[src/rtl/cache_arbiter_pkg.sv]
// Shared types for the I/D-cache line-port arbiter.
// No logic; enums and constants only.
// Not applicable.
package arb_types;

    localparam int unsigned LINE_W_DEFAULT = 256;

    typedef enum logic [1:0] {
        IDLE = 2'd0,
        BUSY = 2'd1,
        RESP = 2'd2
    } arb_state_t;

    typedef enum logic [1:0] {
        NONE   = 2'd0,
        ICACHE = 2'd1,
        DCACHE = 2'd2
    } arb_owner_t;

endpackage

[src/rtl/cache_arbiter_priority.sv]
// Combinational grant decision: D-side first unless I-side has been starved.
// Latency: combinational.
// No backpressure; the caller only acts on the grant while idle.
module arb_priority #(
    parameter int unsigned STARVE_LIMIT = 3
) (
    input  logic       i_req_i,
    input  logic       d_req_i,
    input  logic [2:0] starve_cnt_i,
    output logic       grant_i_o,
    output logic       grant_d_o
);

    logic i_forced;

    // I wins outright once D has taken STARVE_LIMIT consecutive grants over it.
    always_comb begin
        i_forced  = i_req_i && (starve_cnt_i == 3'(STARVE_LIMIT));
        grant_d_o = d_req_i && !i_forced;
        grant_i_o = i_req_i && !grant_d_o;
    end

endmodule

[src/rtl/register.sv]
// Generic loadable register with synchronous active-high clear.
// Latency: 1 cycle from load to output.
// No backpressure; load is sampled every cycle.
module register #(
    parameter int unsigned WIDTH = 32
) (
    input  logic             clk,
    input  logic             reset,
    input  logic             load,
    input  logic [WIDTH-1:0] d_i,
    output logic [WIDTH-1:0] q_o
);

    // Hold value until load, clear on reset.
    always_ff @(posedge clk) begin
        if (reset) begin
            q_o <= '0;
        end else if (load) begin
            q_o <= d_i;
        end
    end

endmodule

[src/rtl/cache_arbiter.sv]
// Shares one memory line port between I-cache fills and D-cache fills/writebacks.
// Latency: request in IDLE -> mem request next cycle; mem_resp -> requester resp next cycle.
// Requests are held until resp; one transaction in flight, memory may stall BUSY indefinitely.
module cache_arbiter
    import arb_types::*;
#(
    parameter int unsigned LINE_W       = LINE_W_DEFAULT,
    parameter int unsigned ADDR_W       = 32,
    parameter int unsigned STARVE_LIMIT = 3
) (
    input  logic              clk,
    input  logic              reset,
    input  logic              i_read,
    input  logic [ADDR_W-1:0] i_addr,
    output logic [LINE_W-1:0] i_rdata,
    output logic              i_resp,
    input  logic              d_read,
    input  logic              d_write,
    input  logic [ADDR_W-1:0] d_addr,
    input  logic [LINE_W-1:0] d_wdata,
    output logic [LINE_W-1:0] d_rdata,
    output logic              d_resp,
    output logic              mem_read,
    output logic              mem_write,
    output logic [ADDR_W-1:0] mem_addr,
    output logic [LINE_W-1:0] mem_wdata,
    input  logic [LINE_W-1:0] mem_rdata,
    input  logic              mem_resp
);

    arb_state_t        state_q, state_d;
    arb_owner_t        owner_q, owner_d;
    logic [2:0]        starve_q, starve_d;
    logic [ADDR_W-1:0] addr_q, addr_d;
    logic [LINE_W-1:0] wdata_q, wdata_d;
    logic              is_write_q, is_write_d;
    logic              grant_i, grant_d;
    logic              line_load;
    logic [LINE_W-1:0] line_q;

    arb_priority #(
        .STARVE_LIMIT (STARVE_LIMIT)
    ) u_priority (
        .i_req_i      (i_read),
        .d_req_i      (d_read | d_write),
        .starve_cnt_i (starve_q),
        .grant_i_o    (grant_i),
        .grant_d_o    (grant_d)
    );

    // Returned line is held here so both caches see stable data after the port moves on.
    register #(
        .WIDTH (LINE_W)
    ) u_line_buf (
        .clk   (clk),
        .reset (reset),
        .load  (line_load),
        .d_i   (mem_rdata),
        .q_o   (line_q)
    );

    // State, owner, starvation count and latched request; reset abandons any transaction.
    always_ff @(posedge clk) begin
        if (reset) begin
            state_q    <= IDLE;
            owner_q    <= NONE;
            starve_q   <= '0;
            addr_q     <= '0;
            wdata_q    <= '0;
            is_write_q <= 1'b0;
        end else begin
            state_q    <= state_d;
            owner_q    <= owner_d;
            starve_q   <= starve_d;
            addr_q     <= addr_d;
            wdata_q    <= wdata_d;
            is_write_q <= is_write_d;
        end
    end

    // Next-state, grant capture and port outputs.
    always_comb begin
        state_d    = state_q;
        owner_d    = owner_q;
        starve_d   = starve_q;
        addr_d     = addr_q;
        wdata_d    = wdata_q;
        is_write_d = is_write_q;
        line_load  = 1'b0;
        mem_read   = 1'b0;
        mem_write  = 1'b0;
        i_resp     = 1'b0;
        d_resp     = 1'b0;
        case (state_q)
            IDLE: begin
                if (grant_d) begin
                    // A simultaneous read+write request is served as a writeback.
                    addr_d     = d_addr;
                    wdata_d    = d_wdata;
                    is_write_d = d_write;
                    owner_d    = DCACHE;
                    state_d    = BUSY;
                    if (i_read && (starve_q != 3'(STARVE_LIMIT))) begin
                        starve_d = starve_q + 3'd1;
                    end
                end else if (grant_i) begin
                    addr_d     = i_addr;
                    wdata_d    = '0;
                    is_write_d = 1'b0;
                    owner_d    = ICACHE;
                    state_d    = BUSY;
                    starve_d   = '0;
                end
            end
            BUSY: begin
                mem_read  = !is_write_q;
                mem_write = is_write_q;
                if (mem_resp) begin
                    line_load = !is_write_q;
                    state_d   = RESP;
                end
            end
            RESP: begin
                i_resp  = (owner_q == ICACHE);
                d_resp  = (owner_q == DCACHE);
                owner_d = NONE;
                state_d = IDLE;
            end
            default: begin
                state_d = IDLE;
                owner_d = NONE;
            end
        endcase
    end

    assign mem_addr  = addr_q;
    assign mem_wdata = wdata_q;
    assign i_rdata   = line_q;
    assign d_rdata   = line_q;

    // Catch requesters that raise fill and writeback together.
    always_ff @(posedge clk) begin
        if (!reset && (state_q == IDLE)) begin
            assert (!(d_read && d_write))
                else $error("cache_arbiter: d_read and d_write asserted together");
        end
    end

endmodule
[config.mk]
export PLATFORM = sky130hd
export DESIGN_NAME = cache_arbiter
export DESIGN_NICKNAME = d
export VERILOG_FILES = /design/src/rtl/cache_arbiter_pkg.sv /design/src/rtl/cache_arbiter_priority.sv /design/src/rtl/register.sv /design/src/rtl/cache_arbiter.sv
export SDC_FILE = /design/constraint.sdc
export NUM_CORES = 1
export LEC_CHECK = 0
export ABC_AREA = 1
export ABC_CLOCK_PERIOD_IN_PS = 1800
export CORE_AREA = 8 8 540 542
export DETAILED_ROUTE_END_ITERATION = 8
export DIE_AREA = 0 0 548 550
export PLACE_DENSITY = 0.3
export SLEW_MARGIN = 20
export SYNTH_ARGS = -nofsm -noshare
export SYNTH_HDL_FRONTEND = slang
export SYNTH_SLANG_ARGS = --single-unit
[constraint.sdc]
create_clock -name clk -period 1.8 [get_ports clk]
set_input_delay 0.54 -clock clk [delete_from_list [all_inputs] [get_ports clk]]
set_output_delay 0.54 -clock clk [all_outputs]
set_load 0.01 [all_outputs]
Yosys cells after proc, flatten, opt, wreduce, memory -nomap -nowiden. Cells that the tools add are included.

Bits of input ports: 582. Logic and storage cells: 53. Register bits: 552. Output and inout bits: 804.

Equal/unequal tests: 9. Bitwise gates (word level): 2. Multiplexer cells: 21. $add $sub $neg: 1. Reductions and logical operators: 13.

Operator list (count): 256-bit two-way mux (2); 32-bit two-way mux (2); 3-bit two-way mux (3); 1-bit two-way mux (8); 2-bit two-way mux (4); 2-bit one-hot mux with 2 select lines (2); 2-bit AND reduction (3); 2-bit by 1-bit == test with 1-bit output (second input constant) (2); 2-bit == test (second input constant) (2); 1-bit logical AND (4); 3-bit by 1-bit adder with 3-bit output (second input constant) (1); 3-bit by 2-bit == test with 1-bit output (second input constant) (1); 1-bit zero test (3); 3-bit by 2-bit inequality test with 1-bit output (second input constant) (1); 3-bit inequality test (second input constant) (1); 3-bit AND reduction (1); 2-bit zero test (1); 2-bit by 1-bit inequality test with 1-bit output (second input constant) (1); 2-bit inequality test (second input constant) (1); 2-bit nonzero test (1); 1-bit NOT (1); 1-bit OR (1).

Logic depth before layout (Yosys ltp). Gate-level depths: netlist (run 1).

Depth in word-level cells: 9. Mapped depth: 9. Depth with buffers taken out: 7.

Cells and area by module. From an unflattened synthesis (run 1), not the netlist that was laid out.

Cell total of the unflattened synthesis: 3302. Area total of the unflattened synthesis: 23352.4 µm².

Modules (own cells, without submodules): cache_arbiter (times used 1, area an instance 12594.6 µm², seq. area each 5925.7 µm², cells each 1673); register (times used 1, area an instance 10725.3 µm², seq. area each 5124.9 µm², cells each 1622); arb_priority (times used 1, area an instance 32.5 µm², seq. area each 0.0 µm², cells each 7).

Worst setup path after synthesis (run 1). OpenSTA, ideal clock, no wires.

Path kind: register to register. Start: register starve_q[0]. End: register wdata_q[146] (netlist: mem_wdata[146]). Buffers on the path: 2. Period minus slack after synthesis: 1.597 ns. Data required time: 1.730 ns. Cell stages (with the launch flop): 8. Setup time: 0.070 ns. Arrival time: 1.526 ns. Slack: 0.203 ns. Path through: dfxtp_1 -> ha_1 -> ha_1 -> nand2_1 -> clkbuf_1 -> clkbuf_1 -> nand4_1 -> a21oi_1.

Word-level cells in the longest chain between the ends: 8. Elaborated cells on any way between the ends: 9. Those cells by class: eq/ne (1); mux (1); reduce/logical (7).

RTL lines: start, declared (line cache_arbiter.sv:33) `logic [2:0] starve_q, starve_d;`; start signal, assigned (line cache_arbiter.sv:74) `starve_q <= starve_d;`; 3-bit by 2-bit == test with 1-bit output (*) (line cache_arbiter_priority.sv:18) `i_forced = i_req_i && (starve_cnt_i == 3'(STARVE_LIMIT));`; 1-bit logical AND (*) (line cache_arbiter_priority.sv:18); 1-bit zero test (*) (line cache_arbiter_priority.sv:19) `grant_d_o = d_req_i && !i_forced;`; 1-bit logical AND (*) (line cache_arbiter_priority.sv:19); 1-bit zero test (line cache_arbiter_priority.sv:20) `grant_i_o = i_req_i && !grant_d_o;`; 1-bit logical AND (line cache_arbiter_priority.sv:20); 2-bit nonzero test (no source line); 2-bit AND reduction (no source line); end signal, assigned (line cache_arbiter.sv:76) `wdata_q <= wdata_d;`; end, declared (line cache_arbiter.sv:35) `logic [LINE_W-1:0] wdata_q, wdata_d;`.

Every way passes the cells marked *; elsewhere a longest branch is shown, timed or not. A chain may end at the register's enable or synchronous reset.

Worst setup path in the final report (run 1).
Start: register state_q[0]. End: output port mem_write.

Word-level cells in the longest chain between the ends: 2.

RTL lines: start, declared (line cache_arbiter.sv:31) `arb_state_t state_q, state_d;`; start signal, assigned (line cache_arbiter.sv:72) `state_q <= state_d;`; 2-bit by 1-bit == test with 1-bit output (line cache_arbiter.sv:94) `case (state_q)`; 1-bit two-way mux (line cache_arbiter.sv:94); end, declared (line cache_arbiter.sv:24) `output logic mem_write,`.

No other way between the ends.

==> impl_metrics.prom, run 1 <==
# TYPE chip_impl_metric gauge
chip_impl_metric{name="power.density",unit="nW/um^2"} 864
chip_impl_metric{name="synth_sequential_area_ratio",unit="%"} 49.3
chip_impl_metric{name="worst-path-max-fanout",unit=""} 3
chip_impl_metric{name="post-dp-hpwl",unit="um"} 158000
chip_impl_metric{name="grt_max_degree",unit=""} 99
chip_impl_info{name="regToRegEndpoint",value="mem_wdata[173]$_SDFFE_PP0P_"} 1
chip_impl_metric{name="totalNegativeSetupSlack",unit="ps"} -6240
chip_impl_info{name="violated_checks",value="setup timing"} 1
chip_impl_metric{name="hold_violation_count_in_the_final_report",unit=""} 0
chip_impl_metric{name="final_critical_path_setup_slack",unit="ps"} -433
chip_impl_info{name="hold_start",value="reset"} 1
chip_impl_metric{name="grt_remaining_overflow",unit=""} 0
chip_impl_info{name="synth_commonest_cells",value="sky130_fd_sc_hd__dfxtp_1 (552), sky130_fd_sc_hd__nor2_1 (537), sky130_fd_sc_hd__nand2_1 (328)"} 1
chip_impl_metric{name="p_total",unit="mW"} 42.3
chip_impl_info{name="synthDominantAreaCellType",value="sky130_fd_sc_hd__dfxtp_1"} 1
chip_impl_metric{name="yosys_warn_count",unit=""} 0
chip_impl_metric{name="mappedNetlistArea",unit="sq um"} 22400
chip_impl_metric{name="timing.final.setup_violations",unit=""} 147
chip_impl_metric{name="worst_path_largest_cell_delay",unit="ps"} 330
chip_impl_metric{name="p_leak",unit="nW"} 19.1
chip_impl_metric{name="reg2reg_slack",unit="ps"} -110
chip_impl_metric{name="clkLatencyLatePin",unit="ps"} 780
chip_impl_metric{name="drc_errors",unit=""} 0
chip_impl_metric{name="first_global_vias",unit=""} 26500
chip_impl_metric{name="post_detailed_placement_cell_area",unit="sq um"} 40600
chip_impl_info{name="reg2reg_from",value="starve_q[1]$_SDFFE_PP0P_"} 1
chip_impl_metric{name="avgSynthCellArea",unit="sq um"} 7.81
chip_impl_metric{name="post_synth_num_cell_types",unit=""} 21
chip_impl_metric{name="last_weighted_congestion_value_of_the_routability_driven_placer",unit=""} 0.823
chip_impl_metric{name="globalRouteTotalUtil",unit="%"} 12.1
chip_impl_info{name="run_status",value="finished, violations left"} 1
chip_impl_metric{name="peak_supply_drop",unit="mV"} 0.614
chip_impl_info{name="grt_setup_unrepaired",value="yes"} 1
chip_impl_metric{name="htreeDepth",unit=""} 3
chip_impl_metric{name="fp.dieH",unit="um"} 550
chip_impl_metric{name="cp.arrival",unit="ps"} 1690
chip_impl_metric{name="avgViaCountPerCell",unit=""} 3.25
chip_impl_metric{name="fp-row-count",unit=""} 196
chip_impl_metric{name="layout_worst_path_cycle_share",unit="%"} 124
chip_impl_metric{name="worstRegToRegCells",unit=""} 9
chip_impl_metric{name="timing.hold.worst_path_depth",unit=""} 3
chip_impl_metric{name="drt_first_pass_iters",unit=""} 5
chip_impl_metric{name="floorplan.core_area",unit="sq um"} 283000
chip_impl_metric{name="drive_above_1_share",unit="%"} 46.6
chip_impl_metric{name="die-width",unit="um"} 548
chip_impl_metric{name="max_freq",unit="MHz"} 448
chip_impl_info{name="hold_path.class",value="input pin to register"} 1
chip_impl_metric{name="synth_enable_flop_cells",unit=""} 0
chip_impl_metric{name="syn_inst",unit=""} 2871
chip_impl_info{name="post-synth-top-count-cell",value="sky130_fd_sc_hd__dfxtp_1"} 1
chip_impl_metric{name="detail_route.iter0.violations",unit=""} 1143
chip_impl_metric{name="clock_tree.buffer_depth",unit=""} 4
chip_impl_metric{name="initial_core_util",unit="%"} 7.92
chip_impl_metric{name="fin_skew",unit="ps"} 38.6
chip_impl_metric{name="async_flop_share",unit="%"} 0
chip_impl_metric{name="route.vias.total",unit=""} 26200
chip_impl_metric{name="finalWirelength",unit="um"} 199000
chip_impl_info{name="path_delay_family",value="buffers and inverters"} 1
chip_impl_metric{name="ctsHoldBuffers",unit=""} 0
chip_impl_info{name="hold_path_end",value="mem_wdata[250]$_SDFFE_PP0P_"} 1
chip_impl_metric{name="relSlewSlack",unit="%"} 55.7
chip_impl_metric{name="clock_sinks",unit=""} 552
chip_impl_info{name="yosys_most_used_dff",value="sky130_fd_sc_hd__dfxtp_1"} 1
chip_impl_metric{name="boundaryPins",unit=""} 1386
chip_impl_metric{name="drtAntennaViolNets",unit=""} 0
chip_impl_metric{name="design.die.area",unit="sq um"} 301000
chip_impl_metric{name="antenna_violations_before_repair",unit=""} 110
chip_impl_metric{name="maxSlewViolCount",unit=""} 0
chip_impl_info{name="cp-start-kind",value="register"} 1
chip_impl_metric{name="max_cap_violations",unit=""} 0
chip_impl_info{name="most_frequent_cell_on_critical_path",value="sky130_fd_sc_hd__nor2_4"} 1
chip_impl_metric{name="ys_seq_elements",unit=""} 552
chip_impl_metric{name="critPathRequiredTime",unit="ps"} 1260
chip_impl_metric{name="yosys.area.top_type_share",unit="%"} 49.3
chip_impl_metric{name="final_net_count",unit=""} 4821
chip_impl_metric{name="critical_path_buf_inv_count",unit=""} 4
chip_impl_info{name="cts_root_buffer",value="sky130_fd_sc_hd__clkbuf_16"} 1
chip_impl_metric{name="final_instance_area",unit="sq um"} 48900
chip_impl_metric{name="numCtsBuffers",unit=""} 82
chip_impl_metric{name="mappedNetlistNets",unit=""} 3455
chip_impl_metric{name="wl_per_cell",unit="um"} 24.6
chip_impl_info{name="synth_top_cells_by_area",value="sky130_fd_sc_hd__dfxtp_1 (49%), sky130_fd_sc_hd__nor2_1 (9.0%), sky130_fd_sc_hd__buf_4 (8.8%), sky130_fd_sc_hd__nand4_1 (7.4%), sky130_fd_sc_hd__a21oi_1 (6.4%)"} 1
chip_impl_metric{name="worst-slew-pin-transition",unit="ps"} 664
chip_impl_metric{name="port_buffers",unit=""} 1385
chip_impl_info{name="worst_path_max_delay_cell",value="sky130_fd_sc_hd__dfxtp_2"} 1
chip_impl_metric{name="period_needed",unit="ps"} 2230
chip_impl_metric{name="grt_first_pass_wirelength",unit="um"} 250000
chip_impl_metric{name="flow.area_growth_from_synthesis",unit="%"} 118
chip_impl_info{name="crit_path_end_kind",value="output port"} 1
chip_impl_info{name="crit_path_cell_trace",value="inv_2 -> buf_6 -> nor2_4 -> inv_4 -> nor2_4 -> buf_12"} 1
chip_impl_metric{name="path_clk_slew",unit="ps"} 60
chip_impl_info{name="tritoncts",value="yes"} 1
chip_impl_info{name="criticalPathCategory",value="register to output port"} 1
==> cell type report <==
cell class                 count  area (sq um)
antenna                       17          42.5
clock buffer                 109          2280
clock inverter                32           455
fill                       31800        234000
inverter                      77           325
multi-input combinational   1740          8580
sequential                   552         12300
tap                         3762          4710
timing repair buffer        1776         20000
timing repair inverter         8           160
==> worst min-delay path, delay by kind of cell <==
| family | cells | cell delay [ps] |
|---|---|---|
| buffers and inverters | 2 | 410 |
| AO/OA/AOI/OAI | 1 | 50 |
==> timing repair <==
item                                    4_1_cts  5_1_grt
setup buffers                                89       72
endpoints found under the setup margin      866     1221
endpoints found under the hold margin         0        0
resized for setup                          4814      345
gates cloned                                  4       34
pin swaps                                    12       90
==> layer usage <==
metal	track usage, %	up-vias	share of wire [%]
met2	21.7	1221	50
met5	0	-	0.19
met4	2.07	54	1.9
met1	13.1	12600	38
met3	5.58	292	10
li1	-	12100	-
==> cell families after synthesis <==
kind of cell,after synthesis,synth area share (%)
buffers and inverters,579,15.0
DFF,552,49.3
adders and majority gates,2,0.112
and+or+nand+nor,1195,23.4
AOI/OAI and AO/OA,543,12.2
==> how the worst max path moves through the flow <==
| stage | startpoint | to | slack, ps | cells after the start |
|---|---|---|---|---|
| floorplan | starve_q[0]$_SDFFE_PP0P_ | mem_wdata[146]$_SDFFE_PP0P_ | 200 | 7 |
| global placement | d_read | mem_wdata[173]$_SDFFE_PP0P_ | -600 | 8 |
| detailed placement | d_read | mem_wdata[173]$_SDFFE_PP0P_ | -610 | 8 |
| CTS | state_q[0]$_SDFFE_PP0P_ | mem_read | -570 | 6 |
| global route | state_q[0]$_SDFFE_PP0P_ | mem_write | -570 | 6 |
| finish | state_q[0]$_SDFFE_PP0P_ | mem_write | -430 | 6 |
==> report_power, final <==
part,switching (mW),internal (mW),leakage (nW)
combinational,5.00,5.85,12.9
sequential,1.24,13.3,4.82
clock,6.54,10.3,1.35
total,12.8,29.5,19.1
==> metrics by stage <==
stage / instances / worst slack [ps] / hold slack, ps / util (%)
final: 8073 / -433 / 265 / 17.3
after global routing: 8062 / -573 / 219 / 17.3
after CTS: 7954 / -575 / 163 / 16.4
after floorplan: 2871 / 203 / 444 / -
after detailed placement: 7721 / -609 / 455 / 14.3
after global placement: 7721 / -604 / 448 / 14.3
==> registers in the layout, summed over array words and instances (netlist names) <==
signal and cells:
mem_addr 32, is_write_q 1, state_q 2, u_line_buf.q_o 256, mem_wdata 256, starve_q 3, owner_q 2
==> placed cells by master, fill, tap and decap left out, types with 101 or more instances in the layout <==
cell type / instances
sky130_fd_sc_hd__a21oi_1: 260
sky130_fd_sc_hd__buf_12: 115
sky130_fd_sc_hd__buf_4: 195
sky130_fd_sc_hd__buf_6: 838
sky130_fd_sc_hd__clkbuf_16: 101
sky130_fd_sc_hd__clkdlybuf4s50_1: 580
sky130_fd_sc_hd__dfxtp_2: 306
sky130_fd_sc_hd__dfxtp_4: 242
sky130_fd_sc_hd__nand2_1: 322
sky130_fd_sc_hd__nand4_1: 266
sky130_fd_sc_hd__nor2_1: 474
sky130_fd_sc_hd__o21ai_0: 179
Note: power is estimated with default switching activity, not from simulation.
==> inputs of run 2 (changes only) <==
--- a/config.mk
+++ b/config.mk
@@ -7,9 +7,9 @@
 export LEC_CHECK = 0
 export ABC_AREA = 1
 export ABC_CLOCK_PERIOD_IN_PS = 1800
-export CORE_AREA = 8 8 540 542
+export CORE_AREA = 2 2 534 536
 export DETAILED_ROUTE_END_ITERATION = 8
-export DIE_AREA = 0 0 548 550
+export DIE_AREA = 0 0 536 538
 export PLACE_DENSITY = 0.3
 export SLEW_MARGIN = 20
 export SYNTH_ARGS = -nofsm -noshare
==> impl_metrics.prom, run 2 (synthesis results as in run 1) <==
# TYPE chip_impl_metric gauge
chip_impl_info{name="run_status",value="finished, violations left"} 1
chip_impl_info{name="violated_checks",value="setup timing"} 1
chip_impl_metric{name="peak_supply_drop",unit="mV"} 0.605
chip_impl_metric{name="fp-row-count",unit=""} 196
chip_impl_metric{name="htreeDepth",unit=""} 3
chip_impl_metric{name="drt_first_pass_iters",unit=""} 6
chip_impl_info{name="hold_path.class",value="input pin to register"} 1
chip_impl_info{name="grt_setup_unrepaired",value="yes"} 1
chip_impl_info{name="criticalPathCategory",value="register to output port"} 1
chip_impl_metric{name="drtAntennaViolNets",unit=""} 0
chip_impl_metric{name="design.die.area",unit="sq um"} 288000
chip_impl_info{name="most_frequent_cell_on_critical_path",value="sky130_fd_sc_hd__nor2_4"} 1
chip_impl_metric{name="drive_above_1_share",unit="%"} 44.2
chip_impl_metric{name="period_needed",unit="ps"} 2120
chip_impl_metric{name="grt_max_degree",unit=""} 54
chip_impl_metric{name="finalWirelength",unit="um"} 188000
chip_impl_metric{name="fp.dieH",unit="um"} 538
chip_impl_metric{name="path_clk_slew",unit="ps"} 50
chip_impl_info{name="cp-start-kind",value="register"} 1
chip_impl_metric{name="numCtsBuffers",unit=""} 78
chip_impl_metric{name="clock_sinks",unit=""} 552
chip_impl_metric{name="floorplan.core_area",unit="sq um"} 283000
chip_impl_info{name="path_delay_family",value="flip-flops"} 1
chip_impl_metric{name="worst_path_largest_cell_delay",unit="ps"} 340
chip_impl_metric{name="clkLatencyLatePin",unit="ps"} 690
chip_impl_metric{name="layout_worst_path_cycle_share",unit="%"} 118
chip_impl_metric{name="globalRouteTotalUtil",unit="%"} 12.1
chip_impl_info{name="crit_path_cell_trace",value="buf_6 -> nor2_4 -> inv_4 -> nor2_4 -> buf_12"} 1
chip_impl_info{name="crit_path_end_kind",value="output port"} 1
chip_impl_metric{name="maxSlewViolCount",unit=""} 0
chip_impl_metric{name="critical_path_buf_inv_count",unit=""} 3
chip_impl_metric{name="critPathRequiredTime",unit="ps"} 1260
chip_impl_info{name="cts_root_buffer",value="sky130_fd_sc_hd__clkbuf_16"} 1
chip_impl_metric{name="final_critical_path_setup_slack",unit="ps"} -324
chip_impl_metric{name="hold_violation_count_in_the_final_report",unit=""} 0
chip_impl_metric{name="p_leak",unit="nW"} 18.7
chip_impl_metric{name="post-dp-hpwl",unit="um"} 148000
chip_impl_metric{name="fin_skew",unit="ps"} 29.5
chip_impl_info{name="worst_path_max_delay_cell",value="sky130_fd_sc_hd__dfxtp_4"} 1
chip_impl_metric{name="cp.arrival",unit="ps"} 1580
chip_impl_metric{name="final.fill_count",unit=""} 32000
chip_impl_metric{name="boundaryPins",unit=""} 1386
chip_impl_info{name="tritoncts",value="yes"} 1
chip_impl_metric{name="max_cap_violations",unit=""} 0
chip_impl_metric{name="last_weighted_congestion_value_of_the_routability_driven_placer",unit=""} 0.797
chip_impl_metric{name="route.vias.total",unit=""} 25700
chip_impl_metric{name="flow.area_growth_from_synthesis",unit="%"} 109
chip_impl_metric{name="avgViaCountPerCell",unit=""} 3.19
chip_impl_metric{name="wl_per_cell",unit="um"} 23.4
chip_impl_metric{name="detail_route.iter0.violations",unit=""} 1008
chip_impl_metric{name="initial_core_util",unit="%"} 7.92
chip_impl_metric{name="power.density",unit="nW/um^2"} 873
chip_impl_info{name="most_common_library_cell_in_the_layout_ignoring_fill_and_taps",value="sky130_fd_sc_hd__clkdlybuf4s50_1"} 1
chip_impl_metric{name="worst-slew-pin-transition",unit="ps"} 440
chip_impl_metric{name="final_instance_area",unit="sq um"} 46900
chip_impl_metric{name="antenna_violations_before_repair",unit=""} 107
chip_impl_metric{name="first_global_vias",unit=""} 25400
chip_impl_info{name="mostFrequentLayoutCells",value="sky130_fd_sc_hd__clkdlybuf4s50_1 (578), sky130_fd_sc_hd__buf_6 (530), sky130_fd_sc_hd__nor2_1 (415)"} 1
chip_impl_metric{name="max_freq",unit="MHz"} 471
chip_impl_metric{name="worst-path-max-fanout",unit=""} 3
chip_impl_metric{name="grt_remaining_overflow",unit=""} 0
chip_impl_metric{name="drc_errors",unit=""} 0
chip_impl_metric{name="die-width",unit="um"} 536
chip_impl_metric{name="post_detailed_placement_cell_area",unit="sq um"} 40500
chip_impl_metric{name="port_buffers",unit=""} 1385
chip_impl_metric{name="relSlewSlack",unit="%"} 70.7
chip_impl_metric{name="clock_tree.buffer_depth",unit=""} 3
chip_impl_metric{name="timing.final.setup_violations",unit=""} 47
chip_impl_metric{name="grt_first_pass_wirelength",unit="um"} 237000
chip_impl_metric{name="final_net_count",unit=""} 4807
chip_impl_metric{name="ctsHoldBuffers",unit=""} 0
chip_impl_metric{name="finish.utilization",unit="%"} 16.6
[run 2: changes by cell type in the layout (fill, tap and decap cells not counted), moves of 52 or more]
cell / previous run / this run
sky130_fd_sc_hd__nor2_1: 474 / 415
sky130_fd_sc_hd__buf_6: 838 / 530
sky130_fd_sc_hd__o21ai_0: 179 / 99
sky130_fd_sc_hd__dfxtp_2: 306 / 219
sky130_fd_sc_hd__buf_2: 1 / 264
sky130_fd_sc_hd__buf_4: 195 / 247
sky130_fd_sc_hd__dfxtp_1: 4 / 148
sky130_fd_sc_hd__o21ai_1: 67 / 132
sky130_fd_sc_hd__dfxtp_4: 242 / 185
[run 2: tightest hold or removal path, delay by kind of cell]
family	cells	cell delay, ps
AND/OR/NAND/NOR	1	40
AO/OA/AOI/OAI	1	110
buffers and inverters	2	210
[run 2: routing by layer]
metal	global-route usage (%)	wire (um)
met3	4.95	18300
met2	21.6	93900
met4	2.98	4960
met5	0	291
met1	13.2	71000
[run 2: stage by stage]
stage / hold slack (ps) / power (mW) / worst slack, ps / std cells / TNS, ps
after floorplan: 444 / 17.7 / 203 / 2871 / 0
after global placement: 449 / 23.9 / -766 / 7727 / -259490
after detailed placement: 453 / 23.9 / -787 / 7727 / -261370
after CTS: 273 / 41.1 / -507 / 7983 / -20140
after global routing: 302 / 43.1 / -464 / 8055 / -18090
final: 309 / 40.9 / -324 / 8063 / -1940
[run 2: layout make-up]
class | instances | area, sq um | area share (%)
Timing Repair Buffer | 1770 | 18200 | 38.7
Sequential cell | 552 | 12000 | 25.6
Multi-Input combinational cell | 1740 | 8880 | 19.0
Tap cell | 3762 | 4710 | 10.0
Clock buffer | 117 | 2290 | 4.88
Clock inverter | 25 | 358 | 0.763
Inverter | 77 | 325 | 0.694
Timing Repair inverter | 4 | 101 | 0.216
Antenna cell | 16 | 40.0 | 0.0854
[run 2: timing repair]
item                                   4_1_cts  5_1_grt
buffers inserted                           103       60
cloned                                      11       27
endpoints found under the hold margin        0        0
setup endpoints to repair                  926      685
pin swaps                                   24       38
resized for setup                         4380      420
[run 2: final timing paths]
path,startpoint,to,slack [ps],depth (start not counted)
max,state_q[1]$_SDFFE_PP0P_,mem_read,-320,5
min,reset,u_line_buf.q_o[192]$_SDFFE_PP0P_,310,4
max reg2reg,state_q[0]$_SDFFE_PP0P_,u_line_buf.q_o[100]$_SDFFE_PP0P_,0,11
min reg2reg,mem_wdata[235]$_SDFFE_PP0P_,mem_wdata[235]$_SDFFE_PP0P_,460,2
[run 2: power by group]
group	switching [mW]	internal (mW)
Combinational	4.93	5.33
Sequential	1.09	13.3
Clock	6.71	9.56
